## src/rtl/ewrapper_emesh_arbiter.sv

```systemverilog
// ewrapper_emesh_arbiter
//   Lets two emesh masters share one elink transmit path. Each master feeds
//   its own FIFO. A round-robin arbiter picks an eligible FIFO head and loads
//   it into a registered output stage that drives emesh_*_outb.
//
// Ports
//   clk, reset_n              emesh clock, asynchronous active-low reset
//   m{0,1}_access/...         transaction from master i: one-cycle access
//                             pulse with write/datamode/ctrlmode/addr/data
//   m{0,1}_wr_wait/rd_wait    registered backpressure to master i, raised
//                             when its FIFO holds FIFO_DEPTH-1 or more
//                             entries
//   emesh_*_outb              granted transaction; access strobe is one cycle
//   emesh_wr_wait_inb/rd_...  link backpressure, applied per transaction type
//   overflow[i]               sticky: an access from master i hit a full FIFO
module ewrapper_emesh_arbiter #(
  parameter int FIFO_DEPTH = 4,
  parameter int FIFO_AW    = 2
) (
  input  logic        clk,
  input  logic        reset_n,
  input  logic        m0_access,
  input  logic        m0_write,
  input  logic [1:0]  m0_datamode,
  input  logic [3:0]  m0_ctrlmode,
  input  logic [31:0] m0_dstaddr,
  input  logic [31:0] m0_srcaddr,
  input  logic [31:0] m0_data,
  output logic        m0_wr_wait,
  output logic        m0_rd_wait,
  input  logic        m1_access,
  input  logic        m1_write,
  input  logic [1:0]  m1_datamode,
  input  logic [3:0]  m1_ctrlmode,
  input  logic [31:0] m1_dstaddr,
  input  logic [31:0] m1_srcaddr,
  input  logic [31:0] m1_data,
  output logic        m1_wr_wait,
  output logic        m1_rd_wait,
  output logic        emesh_access_outb,
  output logic        emesh_write_outb,
  output logic [1:0]  emesh_datamode_outb,
  output logic [3:0]  emesh_ctrlmode_outb,
  output logic [31:0] emesh_dstaddr_outb,
  output logic [31:0] emesh_srcaddr_outb,
  output logic [31:0] emesh_data_outb,
  input  logic        emesh_wr_wait_inb,
  input  logic        emesh_rd_wait_inb,
  output logic [1:0]  overflow
);

  typedef struct packed {
    logic        write;
    logic [1:0]  datamode;
    logic [3:0]  ctrlmode;
    logic [31:0] dstaddr;
    logic [31:0] srcaddr;
    logic [31:0] data;
  } pkt_t;

  localparam logic [FIFO_AW:0] CNT_FULL = (FIFO_AW+1)'(FIFO_DEPTH);
  localparam logic [FIFO_AW:0] CNT_HIGH = (FIFO_AW+1)'(FIFO_DEPTH - 1);

  logic [1:0]         in_acc;
  pkt_t               in_pkt   [2];
  pkt_t               mem_q    [2][FIFO_DEPTH];
  pkt_t               head     [2];
  logic [FIFO_AW-1:0] wr_ptr_q [2];
  logic [FIFO_AW-1:0] wr_ptr_d [2];
  logic [FIFO_AW-1:0] rd_ptr_q [2];
  logic [FIFO_AW-1:0] rd_ptr_d [2];
  logic [FIFO_AW:0]   count_q  [2];
  logic [FIFO_AW:0]   count_d  [2];
  logic [1:0]         push, pop, elig;
  logic [1:0]         wait_q, wait_d;
  logic [1:0]         ovf_q, ovf_d;
  logic               gnt_any, gnt_port;
  logic               rr_q, rr_d;
  logic               acc_q, acc_d;
  pkt_t               out_q, out_d;

  always_comb begin
    in_acc    = {m1_access, m0_access};
    in_pkt[0] = {m0_write, m0_datamode, m0_ctrlmode, m0_dstaddr, m0_srcaddr, m0_data};
    in_pkt[1] = {m1_write, m1_datamode, m1_ctrlmode, m1_dstaddr, m1_srcaddr, m1_data};
  end

  // NOTE: every signal written here gets a value before any condition so no
  // path leaves it unassigned; otherwise a latch would be inferred.
  always_comb begin
    elig = '0;
    push = '0;
    pop  = '0;
    for (int i = 0; i < 2; i++) begin
      head[i] = mem_q[i][rd_ptr_q[i]];
      // Only the head may go: a blocked head holds back everything behind it.
      elig[i] = (count_q[i] != '0) &&
                !(head[i].write ? emesh_wr_wait_inb : emesh_rd_wait_inb);
      // A full FIFO drops the access even if it pops this cycle.
      push[i] = in_acc[i] && (count_q[i] != CNT_FULL);
    end

    gnt_any  = |elig;
    gnt_port = (&elig) ? rr_q : elig[1];
    if (gnt_any) pop[gnt_port] = 1'b1;

    for (int i = 0; i < 2; i++) begin
      count_d[i]  = count_q[i] + (FIFO_AW+1)'(push[i]) - (FIFO_AW+1)'(pop[i]);
      wr_ptr_d[i] = wr_ptr_q[i] + FIFO_AW'(push[i]);
      rd_ptr_d[i] = rd_ptr_q[i] + FIFO_AW'(pop[i]);
      // Raised one entry early so a master that reacts a cycle late still fits.
      wait_d[i]   = (count_d[i] >= CNT_HIGH);
    end

    ovf_d = ovf_q | (in_acc & ~push);
    acc_d = gnt_any;
    out_d = gnt_any ? head[gnt_port] : out_q;
    rr_d  = gnt_any ? ~gnt_port : rr_q;
  end

  // NOTE: state registers use non-blocking assignments so every flop samples
  // the pre-edge values regardless of statement order.
  always_ff @(posedge clk or negedge reset_n) begin
    if (!reset_n) begin
      for (int i = 0; i < 2; i++) begin
        wr_ptr_q[i] <= '0;
        rd_ptr_q[i] <= '0;
        count_q[i]  <= '0;
      end
      wait_q <= '0;
      ovf_q  <= '0;
      rr_q   <= 1'b0;
      acc_q  <= 1'b0;
      out_q  <= '0;
    end else begin
      for (int i = 0; i < 2; i++) begin
        wr_ptr_q[i] <= wr_ptr_d[i];
        rd_ptr_q[i] <= rd_ptr_d[i];
        count_q[i]  <= count_d[i];
      end
      wait_q <= wait_d;
      ovf_q  <= ovf_d;
      rr_q   <= rr_d;
      acc_q  <= acc_d;
      out_q  <= out_d;
    end
  end

  // NOTE: FIFO storage has no reset; the emptied pointers/counts make stale
  // contents unreachable, and leaving it out keeps it a plain RAM.
  always_ff @(posedge clk) begin
    for (int i = 0; i < 2; i++) begin
      if (push[i]) mem_q[i][wr_ptr_q[i]] <= in_pkt[i];
    end
  end

  assign m0_wr_wait          = wait_q[0];
  assign m0_rd_wait          = wait_q[0];
  assign m1_wr_wait          = wait_q[1];
  assign m1_rd_wait          = wait_q[1];
  assign overflow            = ovf_q;
  assign emesh_access_outb   = acc_q;
  assign emesh_write_outb    = out_q.write;
  assign emesh_datamode_outb = out_q.datamode;
  assign emesh_ctrlmode_outb = out_q.ctrlmode;
  assign emesh_dstaddr_outb  = out_q.dstaddr;
  assign emesh_srcaddr_outb  = out_q.srcaddr;
  assign emesh_data_outb     = out_q.data;

endmodule

```

## config.mk

```make
export PLATFORM = sky130hd
export DESIGN_NAME = ewrapper_emesh_arbiter
export DESIGN_NICKNAME = d
export VERILOG_FILES = /design/src/rtl/ewrapper_emesh_arbiter.sv
export SDC_FILE = /design/constraint.sdc
export NUM_CORES = 1
export LEC_CHECK = 0
export BUFFER_PORTS_ARGS = -buffer_cell sky130_fd_sc_hd__buf_4
export CAP_MARGIN = 20
export CORE_ASPECT_RATIO = 1.1
export CORE_UTILIZATION = 45
export DETAILED_ROUTE_END_ITERATION = 7
export PLACE_DENSITY = 0.71
export SYNTH_ARGS = -nofsm -noshare
export SYNTH_HDL_FRONTEND = slang
export SYNTH_SLANG_ARGS = --single-unit
```

## constraint.sdc

```tcl
create_clock -name clk -period 13.55 [get_ports clk]
set_clock_uncertainty 0.2 [all_clocks]
set_input_delay 1.355 -clock clk [delete_from_list [all_inputs] [get_ports clk]]
set_output_delay 1.355 -clock clk [all_outputs]
set_load 0.02 [all_outputs]
```

Word-level counts from Yosys, hierarchy flattened --
Memories as Yosys holds them, arrays and structs flattened. Cells that the tools add are included.
Word-level totals: register bits after elaboration 123, RAM bits 824, input port bits 212, output and inout bits 110, logic and storage cells 83, memories kept 1
Memory list:
- mem_q | words 2, bits a word 412, rd ports 2, clocked after Yosys merged registers in 0, wr ports 2, RTL line 66 | pkt_t mem_q [2][FIFO_DEPTH];
Cells by class: $add $sub $neg 8, magnitude comparators 11, equal/unequal tests 2, mux-type cells 23, bitwise logic cells 9, reduce and logical (&&, ||, !) cells 13
Operators with widths (count):
- 2-to-1 mux 103 bit | 9
- 2-to-1 mux 412 bit | 2
- binary-select mux 103 bit (select 2 bit) | 2
- demux 103 bit (select 2 bit) | 2
- >= comparator 3 bit, second input constant | 4
- inverter 2 -> 3 bit | 4
- adder 2 x 1 -> 2 bit | 4
- logical AND 1 bit | 7
- adder 3 x 1 -> 3 bit | 2
- >= comparator 3 x 2 -> 1 bit, second input constant | 2
- < comparator 3 x 1 -> 1 bit, second input constant | 2
- 2-to-1 mux 1 bit | 6
- != test 3 bit, second input constant | 2
- nonzero test 3 bit | 2
- subtractor 3 x 1 -> 3 bit | 2
- AND 2 bit | 1
- >= comparator 2 bit, second input constant | 1
- logical NOT 1 bit | 2
- < comparator 1 x 2 -> 1 bit, second input constant | 1
- 2-to-1 mux 2 bit | 1
- inverter 1 -> 2 bit | 1
- inverter 2 bit | 1
- OR 2 bit | 1
- AND reduction 2 bit | 1
- 4 further kinds | 4

Logic depth before layout (Yosys ltp) --
depth in word-level cells 16, gate-level depth with buffers 13, depth with buffers taken out 11

Least setup slack after synthesis --
No wires, ideal clock.
kind input -> register, start point in m1_access, end point mem mem_q[0][721] (netlist name), enable pin, library setup time 713 ps, data arrival time 9268 ps, data required time 12637 ps, path slack 3369 ps, stages on the path 2, path buffers 0, cells stage by stage a21boi_1 > nor3b_1
RTL lines:
- from (decl) | RTL line 31 | input logic m1_access,
- to (decl) | RTL line 66

==> out/results.tsv <==
stage	metric	value	unit
worst_setup_path	end_kind	flip-flop	
drt	drt-total-wl	88.2	mm
synthesis	ys_seq_elements	947	
die	start_util	45.8	%
global_routing	grt_pass1_vias	20100	
global_routing	grt_max_degree	73	
power	power.share.clock	24.9	%
worst_setup_path	cp.arrival	5.70	ns
finish	syn_to_final_growth	18.5	%
synthesis	syn_inst	1869	
sta	fin_crit_sh	39.6	%
cts	cts_resized	0	
cts	cts_setup_buffers	0	
placement	gp_congestion	0.765	
synthesis	yosys.area.top_type	edfxtp_1	
sta	hold_violations	0	
die	dieArea	82000	sq um
sta	tightest_slew	1.09	ns
job	drv_cap	0	
synthesis	synthTopCellsByArea	edfxtp_1 (68%), mux4_2 (13%), dfrtp_1 (8.5%)	
sta	maxSlewViolCount	0	
power	power.share.switching	33.4	%
die	fp.coreArea	79500	sq um
worst_setup_path	cp_max_fo	67	
sta	slew_headroom	27.6	%
sta	period_needed	5.37	ns
status	outcome	complete, no violations	
placement	dp_hpwl	51.6	mm
cts	cts_tree	done	
sta	rsz0062_at_grt	no	
drt	met3_length	7.66	mm
power	p_int	0.00690	W
sta	setup_violations	0	
drt	drc	0	
synthesis	synth_area	36400	sq um
drt	drt-initial-drc-count	1749	
drt	highest_layer	met5	
synthesis	yosysWarnings	0	
drt	via_per_inst	5.87	
cts	cts-root-buf	clkbuf_16	
finish	drive_gt1_share	31.8	%
drt	drt-pass1-iter-count	5	
cts	clock_path_buffers	3	
die	fp.dieH	300	um
die	num_rows	108	
synthesis	avgSynthCellArea	19.5	sq um
worst_setup_path	cp.required	13.88	ns
power	pwr-share-comb	33.1	%
global_routing	grt_pass1_wl	131	mm
drt	wl_per_cell	26.6	um
finish	final_nets	2410	
synthesis	synth_top_area_share	68.0	%
die	die_w	273	um
power	finalPower	0.0104	W
power	power_frac_seq	42.0	%
power	ir_worst_vdd	0.000149	V
worst_setup_path	path_class	reg -> reg	
global_routing	grt_use_total	21.9	%
power	leakagePower	14.8	nW
synthesis	synth_fp_nets	2087	
placement	numPortBuffers	321	
cts	cts.sinks	947	
cts	clkLatencyLatePin	0.64	ns
global_routing	antenna_found_initial	28	
sta	tns	0	ns
finish	finalInstanceArea	43100	sq um
synthesis	synth_cell_types	33	
drt	drt.antenna.violating_nets	0	
sta	clock.fmax	186	MHz
worst_setup_path	critPathLaunchType	flip-flop	
power	p_sw	0.00346	W
cts	numCtsBuffers	93	
drt	wl_met1	34.5	mm
drt	vias	19500	
power	power.density	241	nW/um^2
cts	hold_buffers	0	
hold_path	hold_class	reg -> reg	
synthesis	synth_seq_area_share	76.5	%
die	ios	322	
drt	wl_met2	43.7	mm
cts	clk_pin_slew_worst_paths	0.07	ns
global_routing	overflow	0	
cts	h-tree-depth	3	
placement	place_area	39900	sq um
## layout by cell type (no fill, tap or decap), types with 2 or more instances in the layout
master      instances
nor2_1              4
nand2_1           111
clkinvlp_4          3
edfxtp_1          824
a21oi_1             3
clkbuf_1           22
nor2b_1             3
nor2_4              5
a31o_2              2
clkbuf_16          97
buf_16              3
nor3b_2             2
a21boi_1            2
clkinv_1           10
buf_4             352
nand3_1           206
fa_1                2
diode_2            10
clkinv_2           16
ha_1                4
or3_1             104
and3_4              3
o211ai_1          102
xor2_1              7
o21ai_0             2
a21o_1              2
dfrtp_1           119
inv_1               4
clkbuf_8           11
bufinv_16           9
mux2i_1             6
dfrtp_4             4
xnor2_1             5
mux4_2            205
## through the flow
| stage | hold WS, ns | setup slack (ns) | utilization, % | instances |
|---|---|---|---|---|
| floorplan | 0.295 | 3.37 | - | 1869 |
| global placement | 0.279 | 8.36 | 50.2 | 3138 |
| detailed placement | 0.280 | 8.28 | 50.3 | 3141 |
| CTS | 0.292 | 8.25 | 54.2 | 3310 |
| global route | 0.302 | 8.01 | 54.2 | 3317 |
| finish | 0.290 | 8.18 | 54.2 | 3321 |
## Yosys cell counts, drive strengths merged
master,n
edfxtp,824
nand3,207
mux4,205
dfrtp,123
nand2,111
or3,105
o211ai,102
clkbuf,79
buf,50
nor2,9
xor2,7
mux2i,6
xnor2,5
ha,4
inv,4
a21oi,3
and3,3
nor2b,3
nor3,3
a21boi,2
a21o,2
a31o,2
fa,2
mux2,2
nor3b,2
o21ai,2
a221o,1
nand2b,1
## logic make-up after synthesis
family	Yosys count	synth area share, %
DFF	947	76.5
and+or+nand+nor	444	6.11
xor gates and xnor gates	12	0.289
buffers and inverters	133	1.59
AOI/OAI and AO/OA	114	2.33
adders and majority gates	6	0.248
muxes	213	12.9
## final cells by class
class / instances / area [sq um]
clock buffer: 130 / 2660
inverter: 4 / 15.0
fill: 6066 / 36400
antenna: 10 / 25.0
sequential: 947 / 27800
multi-input combinational: 789 / 8060
timing repair buffer: 357 / 2760
tap: 1045 / 1310
clock inverter: 39 / 419
## power groups by stage
stage / clock network (W) / logic, W / registers [W]
finish: 0.00258 / 0.00343 / 0.00436
floorplan: 0 / 0.00219 / 0.00446
global placement: 0 / 0.00337 / 0.00438
CTS: 0.00262 / 0.00348 / 0.00436
detailed placement: 0 / 0.00346 / 0.00441
global route: 0.00273 / 0.00370 / 0.00442
## per-layer routing
layer / vias up / GRT usage (%)
li1: 8268 / -
met1: 10200 / 29.1
met2: 812 / 35.4
met3: 160 / 5.41
met4: 38 / 7.17
met5: - / 0
## worst paths after layout
| path | from | depth (start not counted) | endpoint | slack [ns] |
|---|---|---|---|---|
| worst max-delay path | rd_ptr_q[3] | 13 | wait_q[1] | 8.18 |
| worst min-delay path | overflow[1] | 1 | overflow[1] | 0.29 |
| worst max register to register | rd_ptr_q[3] | 13 | wait_q[1] | 8.18 |
| worst min register to register | overflow[1] | 1 | overflow[1] | 0.29 |
| max in group asynchronous | reset_n | 2 | rd_ptr_q[3] | 11.11 |
| min in group asynchronous | reset_n | 1 | emesh_dstaddr_outb[21] | 0.52 |
## critical path: stages (launching register included)
cell and delay (ns):
dfrtp_4 1.08, mux4_2 0.47, mux2_4 0.54, buf_4 0.70, nor3_4 0.06, buf_4 0.33, nor2_1 0.37, xor2_1 0.21
ha_1 0.17, inv_1 0.05, fa_1 0.38, xnor2_1 0.15, xnor2_1 0.15, a21o_1 0.17
## registers in the layout (all words and copies together), names as in the netlist
name,flops
mem_q,824
emesh_data_outb,32
emesh_dstaddr_outb,32
emesh_srcaddr_outb,32
count_q,6
emesh_ctrlmode_outb,4
rd_ptr_q,4
wr_ptr_q,4
emesh_datamode_outb,2
overflow,2
wait_q,2
emesh_access_outb,1
emesh_write_outb,1
rr_q,1
No activity file was read; power rests on OpenSTA's default activity.
